==> config.mk <==
export PLATFORM = sky130hd
export DESIGN_NAME = merge2_arb
export DESIGN_NICKNAME = d
export VERILOG_FILES = /design/src/rtl/merge2_arb.sv
export SDC_FILE = /design/constraint.sdc
export NUM_CORES = 1
export LEC_CHECK = 0
export CAP_MARGIN = 5
export CELL_PAD_IN_SITES_DETAIL_PLACEMENT = 1
export CELL_PAD_IN_SITES_GLOBAL_PLACEMENT = 1
export CORE_AREA = 2 2 45 58
export CTS_CLUSTER_SIZE = 28
export DETAILED_ROUTE_END_ITERATION = 6
export DIE_AREA = 0 0 47 60
export PLACE_DENSITY = 0.79
export SLEW_MARGIN = 40
export SYNTH_ARGS = -nofsm -noshare
export SYNTH_HDL_FRONTEND = slang
export SYNTH_SLANG_ARGS = --single-unit
export TNS_END_PERCENT = 5
==> constraint.sdc <==
create_clock -name clk -period 2.59 [get_ports clk]
set_input_delay 0.518 -clock clk [delete_from_list [all_inputs] [get_ports clk]]
set_output_delay 0.518 -clock clk [all_outputs]
set_load 0.02 [all_outputs]
==> src/rtl/merge2_arb.sv <==
`default_nettype none
// ============================================================================
// Module   : merge2_arb
// Brief    : Two-input round-robin arbitrated merge into a small output FIFO;
//            every packet is tagged with the input it came from.
// Revision : 1.0 - initial release
// ============================================================================
module merge2_arb #(
  parameter int WIDTH = 4,
  parameter int DEPTH = 2
) (
  input  logic                       clk,
  input  logic                       rst,
  input  logic [WIDTH-1:0]           l0_data,
  input  logic                       l0_valid,
  output logic                       l0_ready,
  input  logic [WIDTH-1:0]           l1_data,
  input  logic                       l1_valid,
  output logic                       l1_ready,
  output logic [WIDTH-1:0]           r_data,
  output logic                       r_src,
  output logic                       r_valid,
  input  logic                       r_ready,
  output logic [$clog2(DEPTH+1)-1:0] count
);

  localparam int AW = $clog2(DEPTH);
  localparam int CW = $clog2(DEPTH+1);
  localparam logic [CW-1:0] C_DEPTH = CW'(DEPTH);
  localparam logic [CW-1:0] C_ONE   = CW'(1);
  localparam logic [AW-1:0] C_PSTEP = AW'(1);

  logic [WIDTH:0]   r_mem [DEPTH];
  logic [AW-1:0]    r_wptr;
  logic [AW-1:0]    r_rptr;
  logic [CW-1:0]    r_count;
  logic             r_prio;

  logic             w_space;
  logic             w_gnt0;
  logic             w_gnt1;
  logic             w_push;
  logic             w_pop;
  logic             w_src;
  logic [WIDTH-1:0] w_din;
  logic [WIDTH:0]   w_head;

  // Grant follows prio only under contention; a lone requester always wins.
  assign w_space  = (r_count != C_DEPTH);
  assign w_gnt0   = l0_valid && (!l1_valid || !r_prio);
  assign w_gnt1   = l1_valid && (!l0_valid ||  r_prio);
  assign l0_ready = w_gnt0 && w_space && !rst;
  assign l1_ready = w_gnt1 && w_space && !rst;

  assign w_push = (l0_valid && l0_ready) || (l1_valid && l1_ready);
  assign w_src  = l1_valid && l1_ready;
  assign w_din  = w_src ? l1_data : l0_data;

  assign r_valid = (r_count != '0);
  assign w_pop   = r_valid && r_ready;
  assign count   = r_count;

  // Gating on r_valid keeps the output at zero after reset and whenever empty.
  assign w_head          = r_valid ? r_mem[r_rptr] : '0;
  assign {r_src, r_data} = w_head;

  always_ff @(posedge clk) begin
    if (rst) begin
      r_wptr  <= '0;
      r_rptr  <= '0;
      r_count <= '0;
      r_prio  <= 1'b0;
    end else begin
      if (w_push) begin
        r_wptr <= r_wptr + C_PSTEP;
        r_prio <= ~w_src;
      end
      if (w_pop) begin
        r_rptr <= r_rptr + C_PSTEP;
      end
      unique case ({w_push, w_pop})
        2'b10:   r_count <= r_count + C_ONE;
        2'b01:   r_count <= r_count - C_ONE;
        default: r_count <= r_count;
      endcase
    end
  end

  // Storage needs no reset: r_count alone decides which entries are live.
  always_ff @(posedge clk) begin
    if (w_push) begin
      r_mem[r_wptr] <= {w_src, w_din};
    end
  end

endmodule
`default_nettype wire

==> reports/metrics.cfg, run 1 <==
[floorplanning]
die-area_um2 = 2820
start_util_pct = 32.34
die_y_um = 60
core_um2 = 2302
placementRows = 20
die_width_um = 47
io_pins = 23

[critical_path]
worstPathRequired_ns = 2.07
cp_max_fo = 3
r2r_start = count[0]$_SDFFE_PP0P_
end_kind = primary output
critPathLaunch = l0_valid
crit_type = in -> out
critPathLaunchType = input port
arrival_ns = 1.98

[grt]
grt_max_degree = 10
grt_antenna_before_repair = 0
grt_overflow_total = 0
grt_pass1_vias = 571
grt_use_total_pct = 11.80
grt_pass1_wl_um = 2332

[yosys]
syn_area_um2 = 744.5
ys_warn_count = 0
synth_cells = 62
yosysUniqueCellTypes = 21
avgSynthCellArea_um2 = 12.01
ys_seq_area_share_pct = 56.47
synth.ff_latch_count = 16
syn_nets = 76

[cts]
cts_root_buf = clkbuf_4
cts_sinks = 16
cts_tree = yes
clk_pin_slew_ns = 0.09
clk_path_buf_depth = 2
clk-insertion-delay-late_ns = 0.28
cts_buffers = 3
cts_hold_buf = 0
htree_levels = 1

[power_and_ir_drop]
intPower_w = 0.0006033
clockPowerShare_pct = 13.9
p_sw_w = 0.0003412
ir_drop_mv = 0.3986
p_leak_nw = 0.4376
swShare_pct = 36.13
sequentialPowerShare_pct = 40.0
pwr-share-comb_pct = 46.1
powerDensity_nw_per_um2 = 903.0

[placement]
place_inst = 119
place_area_um2 = 1021
dp_slack_ns = -0.2369
place_hpwl_um = 1236
gp_congestion = 0.7545
portBuffers = 22

[sta]
relSlewSlack_pct = 70.90
setup_viol = 0
final.setup.worst_slack_ns = 0.09233
rsz0062_at_grt = no
period_minus_slack_ns = 2.498
worst_pin_slew_ns = 0.4348
fmax_ghz = 0.4004
hold_viol_final = 0
finalMaxSlewViolations = 0
period_share_pct = 96.44
fin_worst_skew_ns = 0.001734

[status]
status = finished, final reports clean

[layout]
area_growth_pct = 40.50
fill_cells = 274
final_area_um2 = 1046
antenna_cells = 0
nets = 105
drive_above_1_share_pct = 15.56
finalNonFillerCells = 123

[worst_hold_path]
worstHoldStart = r_wptr$_SDFFE_PP0N_
hp-class = reg -> reg

[route]
drc = 0
vias = 546
firstDrtPassIters = 2
wl_per_cell_um = 12.32
routed_wirelength_um = 1515
via_per_inst = 4.439
drt_iter0_markers = 1
antenna_left = 0

[job]
cap_violations = 0

==> synth_stat cells, drive strengths merged <==
| cell type | count | area, um2 |
|---|---|---|
| nor2b | 2 | 15.02 |
| o21ai | 3 | 15.01 |
| buf | 1 | 11.26 |
| ha | 1 | 12.51 |
| dfxtp | 6 | 120.1 |
| or4b | 1 | 13.76 |
| nor2 | 12 | 45.04 |
| or3 | 2 | 13.77 |
| mux2i | 5 | 50.05 |
| a2111oi | 1 | 8.760 |
| mux2 | 4 | 60.06 |
| inv | 7 | 26.28 |
| xnor2 | 1 | 8.760 |
| xor2 | 2 | 17.52 |
| a21oi | 1 | 5.000 |
| clkbuf | 1 | 3.750 |
| edfxtp | 10 | 300.3 |
| o211a | 1 | 10.01 |
| o211ai | 1 | 7.510 |
==> cell usage in the layout (no fill, tap or decap) <==
cell type,instances
clkdlybuf4s50_1,20
nor2_1,12
edfxtp_1,10
inv_1,7
dfxtp_1,6
mux2i_1,5
mux2_4,4
buf_4,4
o21ai_0,3
clkbuf_4,3
xor2_1,2
dlygate4sd2_1,2
nor2b_2,1
or3_2,1
a2111oi_1,1
nor2b_1,1
or4b_4,1
o211ai_1,1
xnor2_1,1
or3_1,1
a21oi_1,1
o211a_1,1
ha_1,1
clkinv_1,1
==> critical path, cell delays in order <==
cell and delay, ns:
clkdlybuf4s50_1 0.49, inv_1 0.05, a2111oi_1 0.41, buf_4 0.18, dlygate4sd2_1 0.32
==> sequential cells by signal, summed over array words and instances (netlist names), named ones only <==
name    cells
r_mem      10
count       2
r_prio      1
r_rptr      1
r_wptr      1
==> stage by stage <==
stage	total power, W	util [%]	TNS, ns	hold slack, ns
2_1_floorplan	0.0006270	-	0	0.4672
3_3_place_gp	0.0008042	44.35	-0.2630	0.4849
3_5_place_dp	0.0008269	44.35	-0.4462	0.4936
4_1_cts	0.0009589	45.43	0	0.5113
5_1_grt	0.001006	45.43	0	0.5651
6_report	0.0009445	45.43	0	0.5102
==> cell type report <==
type / instances / area (um2) / area share, %
timing repair buffer: 26 / 247.7 / 23.68
inverter: 7 / 26.28 / 2.512
multi-input combinational: 37 / 284.0 / 27.15
clock buffer: 3 / 22.52 / 2.153
sequential: 16 / 420.4 / 40.19
clock inverter: 1 / 3.754 / 0.3589
tap: 33 / 41.29 / 3.947
==> layer usage <==
metal,GRT usage (%),part of all wire [%]
met3,1.813,3.0
met2,23.87,58
met5,0,0
met1,10.75,38
met4,4.762,0.79
==> kinds of logic (layout without fill, tap and decap cells) <==
| logic type | after synthesis | after routing | synth area share [%] |
|---|---|---|---|
| xor+xnor | 3 | 3 | 3.530 |
| simple gates | 17 | 17 | 11.77 |
| flops | 16 | 16 | 56.47 |
| buf+inv | 9 | 37 | 5.546 |
| mux | 9 | 9 | 14.79 |
| compound gates | 7 | 7 | 6.218 |
| fa+ha+maj | 1 | 1 | 1.680 |
==> power groups by stage <==
| stage | sequential [W] | clock [W] | combinational [W] |
|---|---|---|---|
| 3_5_place_dp | 0.000387 | 0 | 0.000440 |
| 6_report | 0.000378 | 0.000131 | 0.000436 |
| 5_1_grt | 0.000388 | 0.000148 | 0.000471 |
| 4_1_cts | 0.000380 | 0.000136 | 0.000442 |
| 2_1_floorplan | 0.000380 | 0 | 0.000247 |
| 3_3_place_gp | 0.000383 | 0 | 0.000421 |
==> repair_timing <==
item                                    4_1_cts  5_1_grt
resized for setup                             3        0
buffers inserted                              0        0
endpoints found under the setup margin        2        0
==> final timing paths <==
| path | cells after the start | slack (ns) | end |
|---|---|---|---|
| setup / recovery | 5 | 0.09 | l0_ready |
| hold / removal | 1 | 0.51 | r_wptr$_SDFFE_PP0N_ |
| setup reg to reg | 6 | 0.62 | count[1]$_SDFFE_PP0P_ |
| hold reg to reg | 1 | 0.51 | r_wptr$_SDFFE_PP0N_ |
No activity file was read; power rests on OpenSTA's default activity.
==> run 2, diff against run 1 <==
- CTS_CLUSTER_SIZE: 28 -> default
==> results of run 2 <==
The final DEF is identical to that of run 1; final timing and power are the same.
==> RTL edit 1: new RTL, flow settings as in run 1 <==
Set the parameter `WIDTH` to 3 (it was 4).
--- a/src/rtl/merge2_arb.sv
+++ b/src/rtl/merge2_arb.sv
@@ -8,3 +8,3 @@
 module merge2_arb #(
-  parameter int WIDTH = 4,
+  parameter int WIDTH = 3,
   parameter int DEPTH = 2
Ports: changed (resized l0_data, l1_data and r_data); port bits go from 23 to 20. The function was not compared with the original's and may differ.
==> RTL edit 1 against run 1 <==
  * Maximum frequency grew 6.5%
  * Area after synthesis shrank 11%
  * Final cell count shrank 4.9%
  * Total power shrank 11%
  * Routed wire length shrank 16%
  * Final area shrank 8.6%
  * Worst setup slack gained 0.15 ns
  * Sequential cell count shrank 2
  * Critical endpoint unchanged
  * Largest cell class unchanged
==> RTL edit 1: results (changes against run 1) <==
<table>
<tr><th>Metric</th><th>Value</th></tr>
<tr><th colspan="2">Outcome</th></tr>
<tr><td>Outcome</td><td>finished clean</td></tr>
<tr><th colspan="2">Power and ir drop</th></tr>
<tr><td>Standby leakage power</td><td>0.379 nW (-13%)</td></tr>
<tr><td>IR Drop Worst-Case VDD</td><td>0.349 mV (-12%)</td></tr>
<tr><td>Int Power</td><td>0.535 mW (-11%)</td></tr>
<tr><th colspan="2">Timing</th></tr>
<tr><td>WHS</td><td>0.521 ns (+0.0107 ns)</td></tr>
<tr><td>Worst slew margin</td><td>73.5% (+2.6 points)</td></tr>
<tr><td>Worst clock skew on the final layout</td><td>0.00431 ns (+0.00258 ns)</td></tr>
<tr><th colspan="2">Layout</th></tr>
<tr><td>Final net count</td><td>97 (-7.6%)</td></tr>
<tr><td>Fill cell count</td><td>276 (+0.73%)</td></tr>
<tr><th colspan="2">Synthesis</th></tr>
<tr><td>Part of the Yosys area used for sequential elements</td><td>54.6% (-1.8 points)</td></tr>
<tr><td>Top post-synthesis cells by area</td><td>edfxtp_1 36%, dfxtp_1 18%, nor2_1 6.3%, mux2i_1 6.1%, mux2_2 5.1%</td></tr>
<tr><td>Most instantiated cells after synthesis</td><td>11 x nor2_1, 8 x edfxtp_1, 6 x dfxtp_1</td></tr>
<tr><td>Synthesized net count</td><td>69 (-9.2%)</td></tr>
<tr><td>Distinct cell type count of the synthesized netlist</td><td>20 (-4.8%)</td></tr>
<tr><th colspan="2">Worst setup path</th></tr>
<tr><td>Arrival time of the worst setup path</td><td>1.83 ns (-0.15 ns)</td></tr>
<tr><td>Flop2flop setup slack</td><td>0.66 ns (+0.04 ns)</td></tr>
<tr><td>Worst R2R Path Depth</td><td>5 (-1)</td></tr>
<tr><th colspan="2">Detailed routing</th></tr>
<tr><td>Post-DR wirelength/cell</td><td>10.9 um (-12%)</td></tr>
<tr><td>Via-to-Cell Ratio</td><td>4.32 (-2.6%)</td></tr>
<tr><th colspan="2">Global routing</th></tr>
<tr><td>Via count of the first global-routing pass</td><td>511 (-11%)</td></tr>
<tr><td>Total track usage</td><td>10.8% (-1.0 points)</td></tr>
<tr><td>Pin count of the biggest net entering global routing</td><td>9 (-1)</td></tr>
<tr><td>Global-route wire length before repair</td><td>2.10 mm (-9.8%)</td></tr>
<tr><th colspan="2">Placement</th></tr>
<tr><td>Routability-driven placement congestion ratio</td><td>0.667 (-12%)</td></tr>
<tr><td>Cell area after placement</td><td>928 sq um (-9.1%)</td></tr>
<tr><td>Worst slack at placement</td><td>-0.0741 ns (+0.163 ns)</td></tr>
<tr><td>DP Wirelength</td><td>1.07 mm (-14%)</td></tr>
</table>
## RTL edit 1: metrics by stage
stage / instances / util, %
after CTS: 117 / 41.4
after global routing: 117 / 41.5
final: 117 / 41.5
after detailed placement: 113 / 40.3
after floorplan: 57 / -
after global placement: 113 / 40.3
## RTL edit 1: power by group through the flow
stage          clock network (mW)  registers (mW)  logic, mW
6_report                    0.122           0.335      0.382
5_1_grt                     0.133           0.343      0.421
4_1_cts                     0.129           0.337      0.390
3_5_place_dp                    0           0.342      0.388
3_3_place_gp                    0           0.338      0.380
2_1_floorplan                   0           0.338      0.225
## RTL edit 1: area by class of cell
class | count | area (sq um) | area share [%]
Sequential cell | 14 | 360 | 37.7
Multi-Input combinational cell | 36 | 273 | 28.5
Timing Repair Buffer | 25 | 236 | 24.7
Tap cell | 33 | 41.3 | 4.32
Clock buffer | 3 | 22.5 | 2.36
Inverter | 5 | 18.8 | 1.96
Clock inverter | 1 | 3.75 | 0.393
## RTL edit 1: cell families (layout without fill, tap and decap cells)
logic type / count (synthesis) / after routing / share of synthesized area (%)
flip-flops: 14 / 14 / 54.6
AO/OA/AOI/OAI: 8 / 8 / 8.92
buffers and inverters: 7 / 34 / 3.99
multiplexers: 7 / 7 / 11.2
adder cells (fa/ha/maj): 1 / 1 / 1.90
AND/OR/NAND/NOR: 17 / 17 / 15.4
XOR/XNOR: 3 / 3 / 3.99
## RTL edit 1: what timing repair did
item,4_1_cts,5_1_grt
pin swaps,0,0
endpoints found under the hold margin,0,0
resized for setup,1,1
setup endpoints to repair,1,1
## RTL edit 1: worst max-delay path by stage
stage                     endpoint  slack (ns)  depth (start not counted)
after floorplan           l1_ready        0.55                          2
final                     l0_ready        0.25                          4
after CTS                 l1_ready        0.02                          4
after global routing      l0_ready        0.20                          4
after detailed placement  l0_ready       -0.07                          4
after global placement    l0_ready       -0.04                          4
## RTL edit 1: layer usage
metal	up-vias	track usage (%)	wire length [um]
li1	256	-	-
met1	237	11.5	502
met2	11	18.6	711
met3	2	0.906	40
met4	0	8.33	19
met5	-	0	0
## RTL edit 1: worst max-delay path: cells and delay by family
family          cells  cell delay (ns)
compound gates      1             0.37
buf+inv             3             0.95
==> RTL edit 2: new RTL, settings of run 1 <==
Made on the original files. Put one more register stage on the output `count`, cleared by the reset. The value now appears one clock later. The other outputs are not delayed to match.
--- a/src/rtl/merge2_arb.sv
+++ b/src/rtl/merge2_arb.sv
@@ -60,3 +60,9 @@
   assign w_pop   = r_valid && r_ready;
-  assign count   = r_count;
+  always_ff @(posedge clk) begin
+    if (rst) begin
+      count <= '0;
+    end else begin
+      count <= r_count;
+    end
+  end
 
Formal check against the unedited RTL: not equivalent (Yosys sat finds a counterexample within 4 cycles, from zero or initial values and one cycle with rst high).
==> RTL edit 2 against run 1 <==
  * Final area rose by 7.2%
  * Total power rose by 7.6%
  * Routed wire length rose by 7.5%
  * Sequential cell count rose by 2
  * Maximum frequency rose by 0.37%
  * Area after synthesis rose by 7.4%
  * Worst setup slack improved by 0.0092 ns
  * Synthesized cell count rose by 8.1%
  * Largest power group unchanged
==> RTL edit 2: results (changes against run 1) <==
<table>
<tr><th>Metric</th><th>Value</th></tr>
<tr><th colspan="2">Detailed routing</th></tr>
<tr><td>Pre-antenna DRT Iters</td><td>4 (+2)</td></tr>
<tr><td>Sum of met3 wire segment lengths after detailed routing</td><td>72 um (+57%)</td></tr>
<tr><td>Post-DR wirelength/cell</td><td>12.6 um (+2.5%)</td></tr>
<tr><td>Routed length on met1</td><td>677 um (+18%)</td></tr>
<tr><td>Total met2 wirelength after detailed routing</td><td>851 um (-3.2%)</td></tr>
<tr><th colspan="2">Synthesis</th></tr>
<tr><td>Synthesized net count</td><td>81 (+6.6%)</td></tr>
<tr><td>Yosys reg bits</td><td>18 (+2)</td></tr>
<tr><td>Distinct cell type count of the synthesized netlist</td><td>22 (+4.8%)</td></tr>
<tr><td>Part of the Yosys area used for sequential elements</td><td>57.6% (+1.1 points)</td></tr>
<tr><th colspan="2">Layout</th></tr>
<tr><td>Share of cell area taken by flip-flops and latches</td><td>41.1% (+0.88 points)</td></tr>
<tr><td>Multi-input gate area in the final layout</td><td>294 sq um (+3.5%)</td></tr>
<tr><td>Fraction of cell area in non-clock buffers</td><td>23.4% (-0.25 points)</td></tr>
<tr><td>Final clock-cell share</td><td>3.24% (+0.72 points)</td></tr>
<tr><td>Multi-input gates</td><td>39 (+5.4%)</td></tr>
<tr><td>Clkbuf count</td><td>4 (+1)</td></tr>
<tr><td>Count of plain and timing-repair buffers</td><td>28 (+7.7%)</td></tr>
<tr><td>Final net count</td><td>111 (+5.7%)</td></tr>
<tr><th colspan="2">Placement</th></tr>
<tr><td>Routability-driven placement congestion ratio</td><td>0.648 (-14%)</td></tr>
<tr><td>DP Wirelength</td><td>1.27 mm (+2.5%)</td></tr>
<tr><th colspan="2">Worst setup path</th></tr>
<tr><td>Start of the worst register-to-register path</td><td>r_count[0]</td></tr>
<tr><td>FF-to-FF End</td><td>r_count[1]</td></tr>
<tr><th colspan="2">Timing</th></tr>
<tr><td>Actual transition at the worst max-transition pin</td><td>0.354 ns (-0.0812 ns)</td></tr>
<tr><th colspan="2">CTS</th></tr>
<tr><td>Gates resized, CTS repair</td><td>2 (-1)</td></tr>
<tr><th colspan="2">Global routing</th></tr>
<tr><td>Pin count of the biggest net entering global routing</td><td>11 (+1)</td></tr>
<tr><th colspan="2">Power and ir drop</th></tr>
<tr><td>Standby leakage power</td><td>0.480 nW (+9.7%)</td></tr>
<tr><th colspan="2">Min path</th></tr>
<tr><td>Min-Delay Startpoint</td><td>r_count[1]</td></tr>
<tr><th colspan="2">Outcome</th></tr>
<tr><td>Outcome</td><td>finished clean</td></tr>
</table>
[RTL edit 2: cell count changes in the layout (fill, tap and decap cells not counted)]
cell	run 1	this run
clkinv_1	1	0
or3_2	1	0
a2111oi_0	0	1
nor2b_1	1	3
or4_1	0	1
clkbuf_8	0	1
o21ai_0	3	2
a2111oi_1	1	0
nand2_1	0	1
buf_4	4	6
o21ai_1	0	1
dfxtp_1	6	8
a21oi_1	1	0
[RTL edit 2: power by group]
part / total (mW) / internal (mW) / switching, mW
registers: 0.422 / 0.369 / 0.0528
clock network: 0.171 / 0.0856 / 0.0857
logic: 0.423 / 0.214 / 0.209
total: 1.02 / 0.669 / 0.347
[RTL edit 2: metrics by stage]
step	cells	hold slack, ns	TNS, ns	util, %
final	129	0.540	0	48.7
after CTS	129	0.536	0	48.7
after floorplan	67	0.453	0	-
after global routing	129	0.556	0	48.7
after detailed placement	125	0.518	-0.322	47.2
after global placement	125	0.464	-0.238	47.2
